===== config.mk =====
export PLATFORM = sky130hd
export DESIGN_NAME = regfile_sb
export DESIGN_NICKNAME = d
export VERILOG_FILES = /design/src/rtl/regfile_sb.sv
export SDC_FILE = /design/constraint.sdc
export NUM_CORES = 2
export LEC_CHECK = 0
export CORE_UTILIZATION = 60
export CTS_BUF_LIST = sky130_fd_sc_hd__clkbuf_2
export DETAILED_ROUTE_END_ITERATION = 6
export DONT_BUFFER_PORTS = 1
export PLACE_DENSITY = 0.89
export SETUP_SLACK_MARGIN = 0.5
export SLEW_MARGIN = 10
export SYNTH_ARGS = -nofsm -noshare
export SYNTH_HDL_FRONTEND = slang
export SYNTH_SLANG_ARGS = --single-unit

===== constraint.sdc =====
create_clock -name clk_i -period 1.7 [get_ports clk_i]
set_clock_uncertainty 0.15 [all_clocks]
set_input_delay 0.425 -clock clk_i [delete_from_list [all_inputs] [get_ports clk_i]]
set_output_delay 0.425 -clock clk_i [all_outputs]
set_load 0.01 [all_outputs]

===== src/rtl/regfile_sb.sv =====
// RV32I integer register file with 1-cycle registered operand reads and a pending-write scoreboard.
// Optional macro REGFILE_BYPASS_EN: same-cycle writeback-to-read bypass (default: read-before-write).
module regfile_sb #(
  parameter int W    = 32,
  parameter int NREG = 32
) (
  input  logic         clk_i,
  input  logic         rst_ni,
  input  logic         wb_valid_i,
  input  logic [W-1:0] wb_instr_i,
  input  logic [W-1:0] wb_data_i,
  input  logic [W-1:0] id_instr_i,
  input  logic         stall_i,
  input  logic         issue_valid_i,
  input  logic [W-1:0] issue_instr_i,
  input  logic         flush_i,
  output logic [W-1:0] rs1_data_o,
  output logic [W-1:0] rs2_data_o,
  output logic         rs1_busy_o,
  output logic         rs2_busy_o
);

  localparam int AW = $clog2(NREG);

  function automatic logic is_writer(input logic [6:0] op);
    case (op)
      7'b0110111, 7'b0010111, 7'b1101111, 7'b1100111,
      7'b0000011, 7'b0010011, 7'b0110011: is_writer = 1'b1;
      default:                            is_writer = 1'b0;
    endcase
  endfunction

  logic [W-1:0]    regs_q [NREG];
  logic [NREG-1:0] sb_q, sb_d;
  logic [W-1:0]    rs1_data_q, rs2_data_q, rs1_data_d, rs2_data_d;
  logic            rs1_busy_q, rs2_busy_q, rs1_busy_d, rs2_busy_d;
  logic [AW-1:0]   wb_rd_s, iss_rd_s, rs1_s, rs2_s;
  logic            wen_s, set_s;
  logic            unused_s;

  assign wb_rd_s  = wb_instr_i[7 +: AW];
  assign iss_rd_s = issue_instr_i[7 +: AW];
  assign rs1_s    = id_instr_i[15 +: AW];
  assign rs2_s    = id_instr_i[20 +: AW];
  assign wen_s    = wb_valid_i & is_writer(wb_instr_i[6:0]) & (wb_rd_s != '0);
  assign set_s    = issue_valid_i & is_writer(issue_instr_i[6:0]) & (iss_rd_s != '0);
  assign unused_s = ^{wb_instr_i[W-1:12], id_instr_i[W-1:25], id_instr_i[14:0],
                      issue_instr_i[W-1:12]};

  // Scoreboard next state: clear on writeback, newer issue wins, flush clears all.
  always_comb begin
    sb_d = sb_q;
    if (wen_s) sb_d[wb_rd_s] = 1'b0;
    if (set_s) sb_d[iss_rd_s] = 1'b1;
    if (flush_i) sb_d = '0;
    sb_d[0] = 1'b0;
  end

  // Operand selection for the registered read ports.
  always_comb begin
    rs1_data_d = (rs1_s == '0) ? '0 : regs_q[rs1_s];
    rs2_data_d = (rs2_s == '0) ? '0 : regs_q[rs2_s];
    rs1_busy_d = sb_q[rs1_s];
    rs2_busy_d = sb_q[rs2_s];
`ifdef REGFILE_BYPASS_EN
    if (wen_s && (wb_rd_s == rs1_s)) begin
      rs1_data_d = wb_data_i;
      rs1_busy_d = sb_d[rs1_s];
    end
    if (wen_s && (wb_rd_s == rs2_s)) begin
      rs2_data_d = wb_data_i;
      rs2_busy_d = sb_d[rs2_s];
    end
`endif
  end

  // Register array; x0 is never written so it stays zero.
  always_ff @(posedge clk_i or negedge rst_ni) begin
    if (!rst_ni) begin
      for (int i = 0; i < NREG; i++) regs_q[i] <= '0;
    end else if (wen_s) begin
      regs_q[wb_rd_s] <= wb_data_i;
    end
  end

  // Scoreboard state.
  always_ff @(posedge clk_i or negedge rst_ni) begin
    if (!rst_ni) sb_q <= '0;
    else         sb_q <= sb_d;
  end

  // Read output registers, held while stalled.
  always_ff @(posedge clk_i or negedge rst_ni) begin
    if (!rst_ni) begin
      rs1_data_q <= '0;
      rs2_data_q <= '0;
      rs1_busy_q <= 1'b0;
      rs2_busy_q <= 1'b0;
    end else if (!stall_i) begin
      rs1_data_q <= rs1_data_d;
      rs2_data_q <= rs2_data_d;
      rs1_busy_q <= rs1_busy_d;
      rs2_busy_q <= rs2_busy_d;
    end
  end

  assign rs1_data_o = rs1_data_q;
  assign rs2_data_o = rs2_data_q;
  assign rs1_busy_o = rs1_busy_q;
  assign rs2_busy_o = rs2_busy_q;

endmodule


==> run summary <==
Vias in the first global route - 41600
Post-DP HPWL - 90100 um
Status - complete, but fails checks
Crit-path cells - buf_6
DRC - 5
Library cells used by synthesis - 54
Worst Path Max Fanout - 2
Fin Setup TNS - -70960 ps
Power Internal - 36600 uW
# IOs - 200
Port Buf Inserts - 0
Placed Area - 62100 um^2
First-pass GRT wire length - 251000 um
Die ar. - 99500 um^2
Area grow syn2layout - 14.0%
Register area share after synthesis - 0.476
Crit-path slowest cell - dfrtp_1
H-tree depth - 5
Worst setup SP type - register
Post-synth ARST share - 1.00
CTS tree - yes
Synthesized Nets - 3863
Largest net degree at the start of global routing - 1122
Final setup viols - 174
Placed Cells - 4826
Part of the power in registers - 0.552
Drt wl/cell - 31.0 um
Hold Slack - -1550 ps
Slew Limit Fails - 0
Post-route cell area - 67200 um^2
DRT iter0 DRCs - 4240
Root Driver - clkbuf_2
Cell Rows - 114
RSZ-0062 raised after global routing - true
DIE HEIGHT - 315 um
Final core occ - 0.692
Largest stage delay, worst path - 420 ps
Max-slew headroom - 0.0673
Fin. Hold Viols - 1851
P_leak - 0.0316 uW
Cell depth of the worst setup path - 1
Post-synth EDFFs - 0
Worst Path Class, Setup - reg2out
Routability cong. - 0.814
CTS Buffer Depth - 4
Clock power frac - 0.369
Worst Path Required - 1120 ps
Die X - 315 um
Sw Share - 0.275
Reg2reg path depth - 4
Register bit total from synthesis - 1121
Tmin final - 2690 ps
Commonest non-fill, non-tap cells in the layout - dfrtp_1, mux2_2, mux4_2
Logic pwr share - 0.080
Cell Pwr Density - 752 nW/um^2
Clk_lat worst skew - 1630 ps
Largest delay share family, worst path - flip-flops
Worst-path clk slew - 110 ps
Vias per inst - 7.14
Share of layout cells above drive strength 1 - 0.591
Commonest non-fill, non-tap cell in the layout - dfrtp_1
GRT Residual Overflow - 0
Max VDD drop - 0.678 mV
Post-Layout Cell Count - 5478
Failing checks - DRC, hold timing, setup timing
Final Worst Setup Slack - -987 ps
Mapped Avg Cell Area - 15.8 um^2
Max_cap viols - 0
Starting density of the core - 0.608
Total Routing Usage GR - 0.335
TritonCTS Buffers - 301
Vias - 39100
Hold Path Class - in2async
Crit path DAT - 2110 ps
Actual slew at the worst max-slew pin - 1400 ps
Synth warnings - 0
Crit path buffers/inverters - 1
CP Capture Type - output pin
Place WS - -740 ps
Core ar. - 97000 um^2
Psw - 13900 uW
Main synth FF type - dfrtp_1
Drt total wl - 170000 um
Mapped Area - 58900 um^2
Final period utilization - 1.58
Clock sinks - 1121
ANT nets after route - 0
R2r setup slk - -450 ps
Initial antenna violation count - 7
Syn Inst Count - 3729
Router iterations before antenna repair - 7
Layout net count - 4141
Max Freq - 372 MHz
-- kinds of logic after synthesis --
group	after synthesis	share of synthesized area
and+or+nand+nor	190	0.0224
DFF	1121	0.476
muxes	1716	0.427
AOI/OAI and AO/OA	243	0.0355
buffers and inverters	459	0.0394
-- state kept, by name (all words and copies together) (netlist names) --
register	flops
rs2_busy_o	1
rs1_data_o	32
rs2_data_o	32
rs1_busy_o	1
regs_q	1024
sb_q	31
-- power by group through the flow --
stage / logic [uW] / registers (uW) / clock network (uW)
2_1_floorplan: 3220 / 28100 / 0
3_3_place_gp: 2510 / 28300 / 0
3_5_place_dp: 2590 / 28300 / 0
4_1_cts: 3320 / 27800 / 18500
5_1_grt: 4230 / 27900 / 20100
6_report: 4030 / 27900 / 18600
-- worst paths after layout --
| path | startpoint | to |
|---|---|---|
| hold reg to reg | regs_q[1007] | regs_q[1007] |
| min in group clk_i | id_instr_i[21] | rs2_data_o[2] |
| hold / removal | rst_ni | regs_q[4] |
| setup / recovery | rs1_data_o[30] | rs1_data_o[30] |
| max in group asynchronous | rst_ni | regs_q[911] |
| setup reg to reg | regs_q[543] | rs2_data_o[31] |
-- synthesized netlist by cell type (4+ instances only) --
master	n	share of area
dfrtp_1	1121	0.48
mux2_2	895	0.17
mux4_2	520	0.20
clkbuf_1	205	0.013
mux2i_1	196	0.033
buf_2	118	0.010
nor2_1	73	0.0046
o22ai_1	66	0.0070
a2111o_1	62	0.012
a22o_1	62	0.0092
mux2_4	58	0.015
buf_4	49	0.0062
mux2_1	47	0.0090
buf_6	29	0.0055
inv_1	28	0.0018
buf_1	27	0.0017
o32ai_1	25	0.0037
nor4_4	19	0.0069
nand2_1	16	0.0010
nor2b_1	11	0.0012
nand2b_1	9	0.00096
nor3_1	9	0.00076
and3_1	6	0.00064
o2bb2ai_1	6	0.00089
or3_1	6	0.00064
nand3b_1	5	0.00064
nor3_2	5	0.00085
o31ai_1	5	0.00064
a2111oi_0	4	0.00059
and3b_1	4	0.00059
nand3_1	4	0.00034
-- layout make-up --
cell class	count	area, um^2
Tap cell	1276	1600
Fill cell	5655	29800
Multi-Input combinational cell	2149	30400
Inverter	28	105
Clock inverter	57	299
Sequential cell	1121	28100
Clock buffer	433	2170
Timing Repair Buffer	406	4440
Antenna cell	8	20.0
-- repair_timing --
action                      CTS  global route
setup endpoints to repair   132          1428
resized for setup           144            83
cloned                        0             4
hold endpoints to repair   2210          1778
buffers inserted             17            40
pin swaps                    75            58
hold buffers                 81            16
-- metal layers --
| layer | vias up | track usage | share of wire | routed length, um |
|---|---|---|---|---|
| met4 | 2 | 0.198 | 0.064 | 10800 |
| met1 | 20800 | 0.423 | 0.36 | 60600 |
| met5 | - | 0 | 0.000071 | 12 |
| met3 | 701 | 0.0668 | 0.088 | 14900 |
| met2 | 2454 | 0.541 | 0.49 | 83400 |
| li1 | 15200 | - | - | - |
-- per-stage QoR --
stage | hold WS, ps | total power, uW
after CTS | -1610 | 49700
after floorplan | -20.6 | 31400
final | -1550 | 50500
after detailed placement | 65.6 | 30900
after global placement | 71.5 | 30800
after global routing | -1650 | 52300
(Power assumes the default switching activity.)
